$ cat src/rtl/mult_sched.sv
// Round-robin scheduler sharing one signed shift-add multiplier between two requesters.
// Launches the job, waits for the multiplier's done (with watchdog), returns a one-cycle ack.
//
// state  | meaning
// IDLE   | no job; arbitrate pending requests
// LAUNCH | mult_start held high for START_LEN cycles
// WAIT   | waiting for a fresh mult_done or the watchdog
// RESP   | one-cycle ack to the owner with result/err
module mult_sched #(
  parameter int WIDTH     = 6,
  parameter int START_LEN = 2,
  parameter int TIMEOUT   = 40
) (
  input  logic                 clk,
  input  logic                 rst,
  input  logic [1:0]           req,
  input  logic [WIDTH-1:0]     x0,
  input  logic [WIDTH-1:0]     y0,
  input  logic [WIDTH-1:0]     x1,
  input  logic [WIDTH-1:0]     y1,
  output logic [1:0]           ack,
  output logic [2*WIDTH-1:0]   result,
  output logic                 err,
  output logic                 busy,
  output logic [WIDTH-1:0]     mult_x,
  output logic [WIDTH-1:0]     mult_y,
  output logic                 mult_start,
  input  logic                 mult_done,
  input  logic [2*WIDTH-1:0]   mult_result
);

  typedef enum logic [1:0] {IDLE, LAUNCH, WAIT, RESP} state_t;

  localparam int TW = $clog2(TIMEOUT + 1);
  localparam logic [TW-1:0] TO_LAST  = TW'(TIMEOUT - 1);
  localparam logic [2:0]    START_LAST = 3'(START_LEN);

  state_t        state;
  logic          owner;
  logic          last_owner;
  logic          busy_seen;
  logic [2:0]    start_cnt;
  logic [TW-1:0] to_cnt;
  logic          winner;

  // Only one pending: it wins; both pending: the one not served last time.
  always_comb begin
    winner = req[1];
    if (req == 2'b11) winner = ~last_owner;
  end

  always_ff @(posedge clk or negedge rst) begin
    if (!rst) begin
      state      <= IDLE;
      ack        <= '0;
      result     <= '0;
      err        <= 1'b0;
      busy       <= 1'b0;
      mult_x     <= '0;
      mult_y     <= '0;
      mult_start <= 1'b0;
      owner      <= 1'b0;
      last_owner <= 1'b1;
      busy_seen  <= 1'b0;
      start_cnt  <= '0;
      to_cnt     <= '0;
    end else begin
      case (state)
        IDLE: begin
          if (req != 2'b00) begin
            owner      <= winner;
            mult_x     <= winner ? x1 : x0;
            mult_y     <= winner ? y1 : y0;
            mult_start <= 1'b1;
            start_cnt  <= 3'd1;
            busy       <= 1'b1;
            state      <= LAUNCH;
          end
        end
        LAUNCH: begin
          if (start_cnt == START_LAST) begin
            mult_start <= 1'b0;
            busy_seen  <= 1'b0;
            to_cnt     <= '0;
            state      <= WAIT;
          end else begin
            start_cnt <= start_cnt + 3'd1;
          end
        end
        WAIT: begin
          // A done level is only trusted after the multiplier has been seen busy.
          if (mult_done && busy_seen) begin
            result <= mult_result;
            err    <= 1'b0;
            ack    <= owner ? 2'b10 : 2'b01;
            state  <= RESP;
          end else begin
            if (!mult_done) busy_seen <= 1'b1;
            if (to_cnt == TO_LAST) begin
              result <= '0;
              err    <= 1'b1;
              ack    <= owner ? 2'b10 : 2'b01;
              state  <= RESP;
            end else begin
              to_cnt <= to_cnt + 1'b1;
            end
          end
        end
        RESP: begin
          ack        <= '0;
          last_owner <= owner;
          busy       <= 1'b0;
          state      <= IDLE;
        end
        default: state <= IDLE;
      endcase
    end
  end

endmodule
$ cat config.mk
export PLATFORM = sky130hd
export DESIGN_NAME = mult_sched
export DESIGN_NICKNAME = d
export VERILOG_FILES = /design/src/rtl/mult_sched.sv
export SDC_FILE = /design/constraint.sdc
export NUM_CORES = 1
export LEC_CHECK = 0
export CORE_UTILIZATION = 34
export DETAILED_ROUTE_END_ITERATION = 7
export GPL_ROUTABILITY_DRIVEN = 0
export SLEW_MARGIN = 20
export SYNTH_ARGS = -nofsm -noshare
export SYNTH_HDL_FRONTEND = slang
export SYNTH_SLANG_ARGS = --single-unit
$ cat constraint.sdc
create_clock -name clk -period 1.65 [get_ports clk]
set_input_delay 0.2475 -clock clk [delete_from_list [all_inputs] [get_ports clk]]
set_output_delay 0.2475 -clock clk [all_outputs]
set_load 0.01 [all_outputs]
==> results of run 1 <==
[power breakdown]
part	switching, mW	total (mW)	internal, mW	leakage (nW)
clock	0.361	0.742	0.381	0.0505
combinational	1.40	3.12	1.72	0.898
sequential	0.268	1.77	1.50	0.538
[repair_timing]
action / CTS / global route
setup endpoints to repair: 3 / 21
hold endpoints to repair: 16 / 0
buffers inserted: 2 / 1
hold buffers: 1 / 0
resized for setup: 13 / 8
pin swaps: 1 / 4
cloned: 0 / 0
[registers in the layout, summed over array words and instances (netlist names)]
signal      count
result         12
mult_x          6
mult_y          6
to_cnt          6
start_cnt       3
ack             2
state           2
busy            1
busy_seen       1
err             1
last_owner      1
mult_start      1
owner           1
[final timing paths]
path                       slack, ps  depth (start not counted)      startpoint   endpoint
max                              -20                          6        state[0]  to_cnt[4]
min                              450                          2             rst  mult_y[0]
max reg2reg                      -20                          6        state[0]  to_cnt[4]
min reg2reg                      490                          2       mult_y[0]  mult_y[0]
max in group asynchronous        720                          3             rst  result[7]
min in group clk                 480                          3  mult_result[0]  result[0]
[final cells by class]
cell class,instances,area share
multi-input combinational,163,0.317
sequential,43,0.317
clock inverter,1,0.00221
tap,75,0.0276
clock buffer,7,0.0284
inverter,9,0.00994
timing repair buffer,109,0.298
[routing by layer]
metal | vias to the layer above | routed length [um]
met5 | - | 0
met4 | 0 | 64
met3 | 4 | 267
met2 | 46 | 2710
met1 | 917 | 2200
li1 | 998 | -
[placed cells by master (no fill, tap or decap), types with 2 or more instances in the layout]
master	n
a211o_1	2
a21oi_1	8
buf_4	35
buf_6	3
clkbuf_8	7
clkdlybuf4s50_1	68
dfrtp_1	42
ha_1	4
ha_2	2
ha_4	2
inv_1	6
inv_2	3
mux2i_1	12
nand2_1	45
nand2b_1	2
nand2b_4	2
nand3_1	5
nand4_1	2
nor2_1	11
nor2b_1	2
nor3_1	2
o21ai_0	2
o21ai_1	30
o21ai_2	3
[metrics by stage]
step	hold WS [ps]	area [um^2]	instances
final	448	3400	407
after detailed placement	211	3160	395
after global placement	211	3160	395
after global routing	470	3400	407
after CTS	447	3350	406
after floorplan	-48.1	2150	224
[worst max-delay path, cell delays in order (launching register included)]
cell     delay (ps)
dfrtp_1         410
inv_2            80
ha_4            180
and3_4          170
a211o_1         300
or4_1           400
o21ai_1          80
[cells by family after synthesis]
logic type	Yosys count	synth area share
simple gates	81	0.172
compound gates	60	0.169
flops	43	0.507
buf+inv	18	0.0377
mux	14	0.0672
fa+ha+maj	8	0.0471
==> reports/metrics.yaml, run 1 <==
final_layout:
  syn2layout_area_growth_pct: 60.0
  drive_gt1_frac: 0.214
  n_fill_cell: 566
  antennaDiodeCount: 0
  ff_latch_area_um2: 1080
  fin_nets: 380
  multi_input_area_um2: 1080
  finish.utilization: 0.571
detailed_routing:
  vias: 1965
  drt-pass1-iter-count: 4
  wire_per_inst_um: 12.9
  ant_nets: 0
  drt_iter0_markers: 43
  drc: 0
  via_per_inst: 4.83
  wl_mm: 5.24
synthesis:
  syn_area_um2: 2120
  synth_fp_nets: 273
  synth_top_area_frac: 0.495
  synthArstFlopShare: 1.00
  yosys-top-cells-count: "nand2_1 (45), dfrtp_1 (42), o21ai_1 (33), mux2i_1 (12), nor2_1 (12)"
  yosysMostFrequentCell: "nand2_1"
  syn_avg_cell_area_um2: 9.48
  synth_seq_cells: 43
  yosysTopAreaCell: "dfrtp_1"
  yosysSeqAreaShare: 0.507
  synthFlopType: "dfrtp_1"
  synthCells: 224
  synth_area_leaders: "dfrtp_1 (49%), nand2_1 (8.0%), o21ai_1 (7.8%), mux2i_1 (5.7%), ha_1 (4.7%)"
  post_synth_num_cell_types: 44
  synth-edff-count: 0
  synth_warnings: 0
die:
  die_y_um: 81.0
  dieArea_um2: 6570
  core_area_um2: 5960
  die_w_um: 81.0
  ios: 70
  rows: 28
  start_util: 0.357
global_route:
  grt_pass1_vias: 1939
  top_usage_layer: "met2"
  gr-usage-met3: 0.0494
  met2_usage: 0.312
  grt_use_met1: 0.196
  antenna_found_initial: 0
  grt_overflow_total: 0
  grt_max_degree: 27
  grt_usage: 0.174
  grt_pass1_wl_mm: 8.60
clock_network:
  numCtsBuffers: 5
  cts.path.max_buffers: 2
  path_clk_slew_ps: 90
  clk_latency_ps: 300
  ctsRootBufferMaster: "clkbuf_8"
  clock-sinks: 43
  htreeDepth: 2
  tritoncts: "built"
flow_run:
  max_cap_violations: 0
timing:
  fin_setup_tns_ps: -30.8
  setup_viol_count_final: 2
  max_slew_margin: 0.712
  fmax_ghz: 0.597
  fin_crit_ps: 1670
  fin_skew_ps: 10.7
  rsz0062_at_grt: "true"
  worstMarginPinSlew_ps: 431
  finalHoldViolations: 0
  setup_slack_ps: -24.5
  slew_violations: 0
  fin_crit_sh: 1.01
placement:
  place_hpwl_mm: 3.91
  portBuffers: 69
  preCtsSetupSlack_ps: -76.1
pwr:
  power_density_nw_per_um2: 1660
  leakagePower_nw: 1.49
  vdd_ir_drop_max_v: 0.000661
  power.total_mw: 5.63
status:
  outcome: "finished with violations"
  violations: "negative setup slack"
setup_path:
  cp-end-kind: "flip-flop"
  path_class: "reg -> reg"
  critPathMaxFanout: 5
  cp.required_ps: 1880
  critPathLaunchType: "flip-flop"
  critPathArrivalTime_ps: 1910
worst_hold_path:
  hold_class: "in -> async"
No activity file was read; power rests on OpenSTA's default activity.
==> run 2, diff against run 1 <==
Settings changed: PLACE_DENSITY from default to 0.65.
==> run 2 against run 1 <==
  * The run still ends with negative setup slack left
  * Total power decreased by 2.4%
  * Hold slack got worse by 11 ps
  * Clock-buffer cell count decreased by 2
  * Design area decreased by 2.7%
  * Non-clock buffer count decreased by 5
  * Routed wire length decreased by 4.8%
  * Utilization decreased by 1.5 points
  * Global-route usage decreased by 0.79 points
  * Fmax increased by 0.51%
  * Sequential share of layout area increased by 0.90 points
  * Worst setup slack improved by 8.5 ps
  * Critical endpoint unchanged
  * Largest power group unchanged
==> reports/metrics.yaml, run 2 (synthesis results as in run 1) <==
status:
  outcome: "finished with violations"
  violations: "negative setup slack"
die:
  die_y_um: 81.0
  die_w_um: 81.0
  rows: 28
  ios: 70
  dieArea_um2: 6570
  core_area_um2: 5960
  start_util: 0.357
detailed_routing:
  vias: 1942
  ant_nets: 0
  drt-pass1-iter-count: 4
  wire_per_inst_um: 12.4
  drc: 0
  via_per_inst: 4.83
  wl_mm: 4.99
  drt_iter0_markers: 66
pwr:
  sequentialPowerShare: 0.320
  power.total_mw: 5.50
  leakagePower_nw: 1.46
  vdd_ir_drop_max_v: 0.000784
  power_density_nw_per_um2: 1660
  pwr-share-clk: 0.149
  p_switching_mw: 1.95
  p_int_mw: 3.54
  combPwrFrac: 0.531
  sw_frac_of_total: 0.355
clock_network:
  clk_latency_ps: 290
  htreeDepth: 2
  cts.path.max_buffers: 2
  numCtsBuffers: 5
  tritoncts: "built"
  clock-sinks: 43
  path_clk_slew_ps: 90
  ctsRootBufferMaster: "clkbuf_8"
final_layout:
  layout_common_cells: "clkdlybuf4s50_1 (68), nand2_1 (45), dfrtp_1 (41), o21ai_1 (32), buf_4 (32)"
  finish.utilization: 0.555
  drive_gt1_frac: 0.193
  syn2layout_area_growth_pct: 55.8
  multi_input_area_um2: 1020
  largest_reg_flops: 12
  n_fill_cell: 552
  ff_latch_area_um2: 1080
  fin_nets: 375
  instances_no_fill: 402
  final_common_cell: "clkdlybuf4s50_1"
  regMostFlops: "result"
  design_area_um2: 3310
  antennaDiodeCount: 0
timing:
  hold_slack_ps: 438
  fin_crit_sh: 1.01
  fmax_ghz: 0.600
  setup_slack_ps: -16.0
  finalHoldViolations: 0
  slew_violations: 0
  setup_viol_count_final: 2
  fin_crit_ps: 1670
  worstMarginPinSlew_ps: 451
  rsz0062_at_grt: "true"
  max_slew_margin: 0.699
  fin_skew_ps: 8.02
flow_run:
  max_cap_violations: 0
setup_path:
  path_class: "reg -> reg"
  cp-end-kind: "flip-flop"
  critPathLaunchType: "flip-flop"
  critPathMaxFanout: 4
  critPathArrivalTime_ps: 1890
  cp.required_ps: 1870
placement:
  portBuffers: 69
  place_hpwl_mm: 3.78
  place_area_um2: 3130
  dp.cells: 392
worst_hold_path:
  hold_class: "in -> async"
global_route:
  grt_max_degree: 27
  antenna_found_initial: 0
  grt_pass1_vias: 1905
  grt_overflow_total: 0
  grt_pass1_wl_mm: 8.42
  grt_usage: 0.166
-- run 2: cell count changes in the layout (fill, tap and decap cells not counted), sizes merged --
cell	change
buf	-5
clkbuf	-2
clkinv	+2
bufinv	+1
clkinvlp	-1
-- run 2: area by class of cell --
type / count / area share
clock inverters: 3 / 0.0132
inverters: 9 / 0.0102
well taps: 75 / 0.0284
repair buffers: 104 / 0.292
multi-input cells: 163 / 0.309
flip-flops and latches: 43 / 0.326
clock buffers: 5 / 0.0208
-- run 2: per-stage QoR --
stage          TNS [ps]  setup WS, ps
2_1_floorplan      -107         -91.4
3_3_place_gp       -107         -72.6
3_5_place_dp       -216          -113
4_1_cts           -20.9         -20.9
5_1_grt            -314         -80.4
6_report          -18.5         -16.0
-- run 2: per-layer routing --
layer | GRT usage | up-vias | share of wire
met3 | 0.0438 | 7 | 0.052
met1 | 0.212 | 904 | 0.46
li1 | - | 981 | -
met4 | 0.0411 | 0 | 0.0070
met2 | 0.277 | 50 | 0.48
met5 | 0 | - | 0
-- run 2: power groups by stage --
stage | combinational (mW) | sequential (mW) | clock, mW
4_1_cts | 2.85 | 1.76 | 0.847
2_1_floorplan | 1.27 | 1.92 | 0
6_report | 2.92 | 1.76 | 0.817
5_1_grt | 3.25 | 1.82 | 0.886
3_5_place_dp | 2.79 | 1.78 | 0
3_3_place_gp | 2.73 | 1.77 | 0
-- run 2: worst paths after layout --
path	from	endpoint	slack (ps)	cells after the start
worst max-delay path	state[0]	to_cnt[4]	-20	6
worst min-delay path	rst	to_cnt[5]	440	2
worst max register to register	state[0]	to_cnt[4]	-20	6
worst min register to register	mult_y[2]	mult_y[2]	480	2
max in group asynchronous	rst	mult_x[0]	720	3
min in group clk	mult_y[2]	mult_y[2]	480	2
-- run 2: critical path, cell delays in order (launching register included) --
cell     delay (ps)
dfrtp_1         390
inv_2            70
ha_4            170
and3_4          160
a211o_1         300
or4_1           400
o21ai_1         100
-- run 2: repair_timing --
action,CTS,global route
hold endpoints to repair,16,0
gates cloned,0,0
setup buffers,1,0
gates resized for setup,4,10
hold buffers,1,0
setup endpoints to repair,3,22
pin swaps,1,2
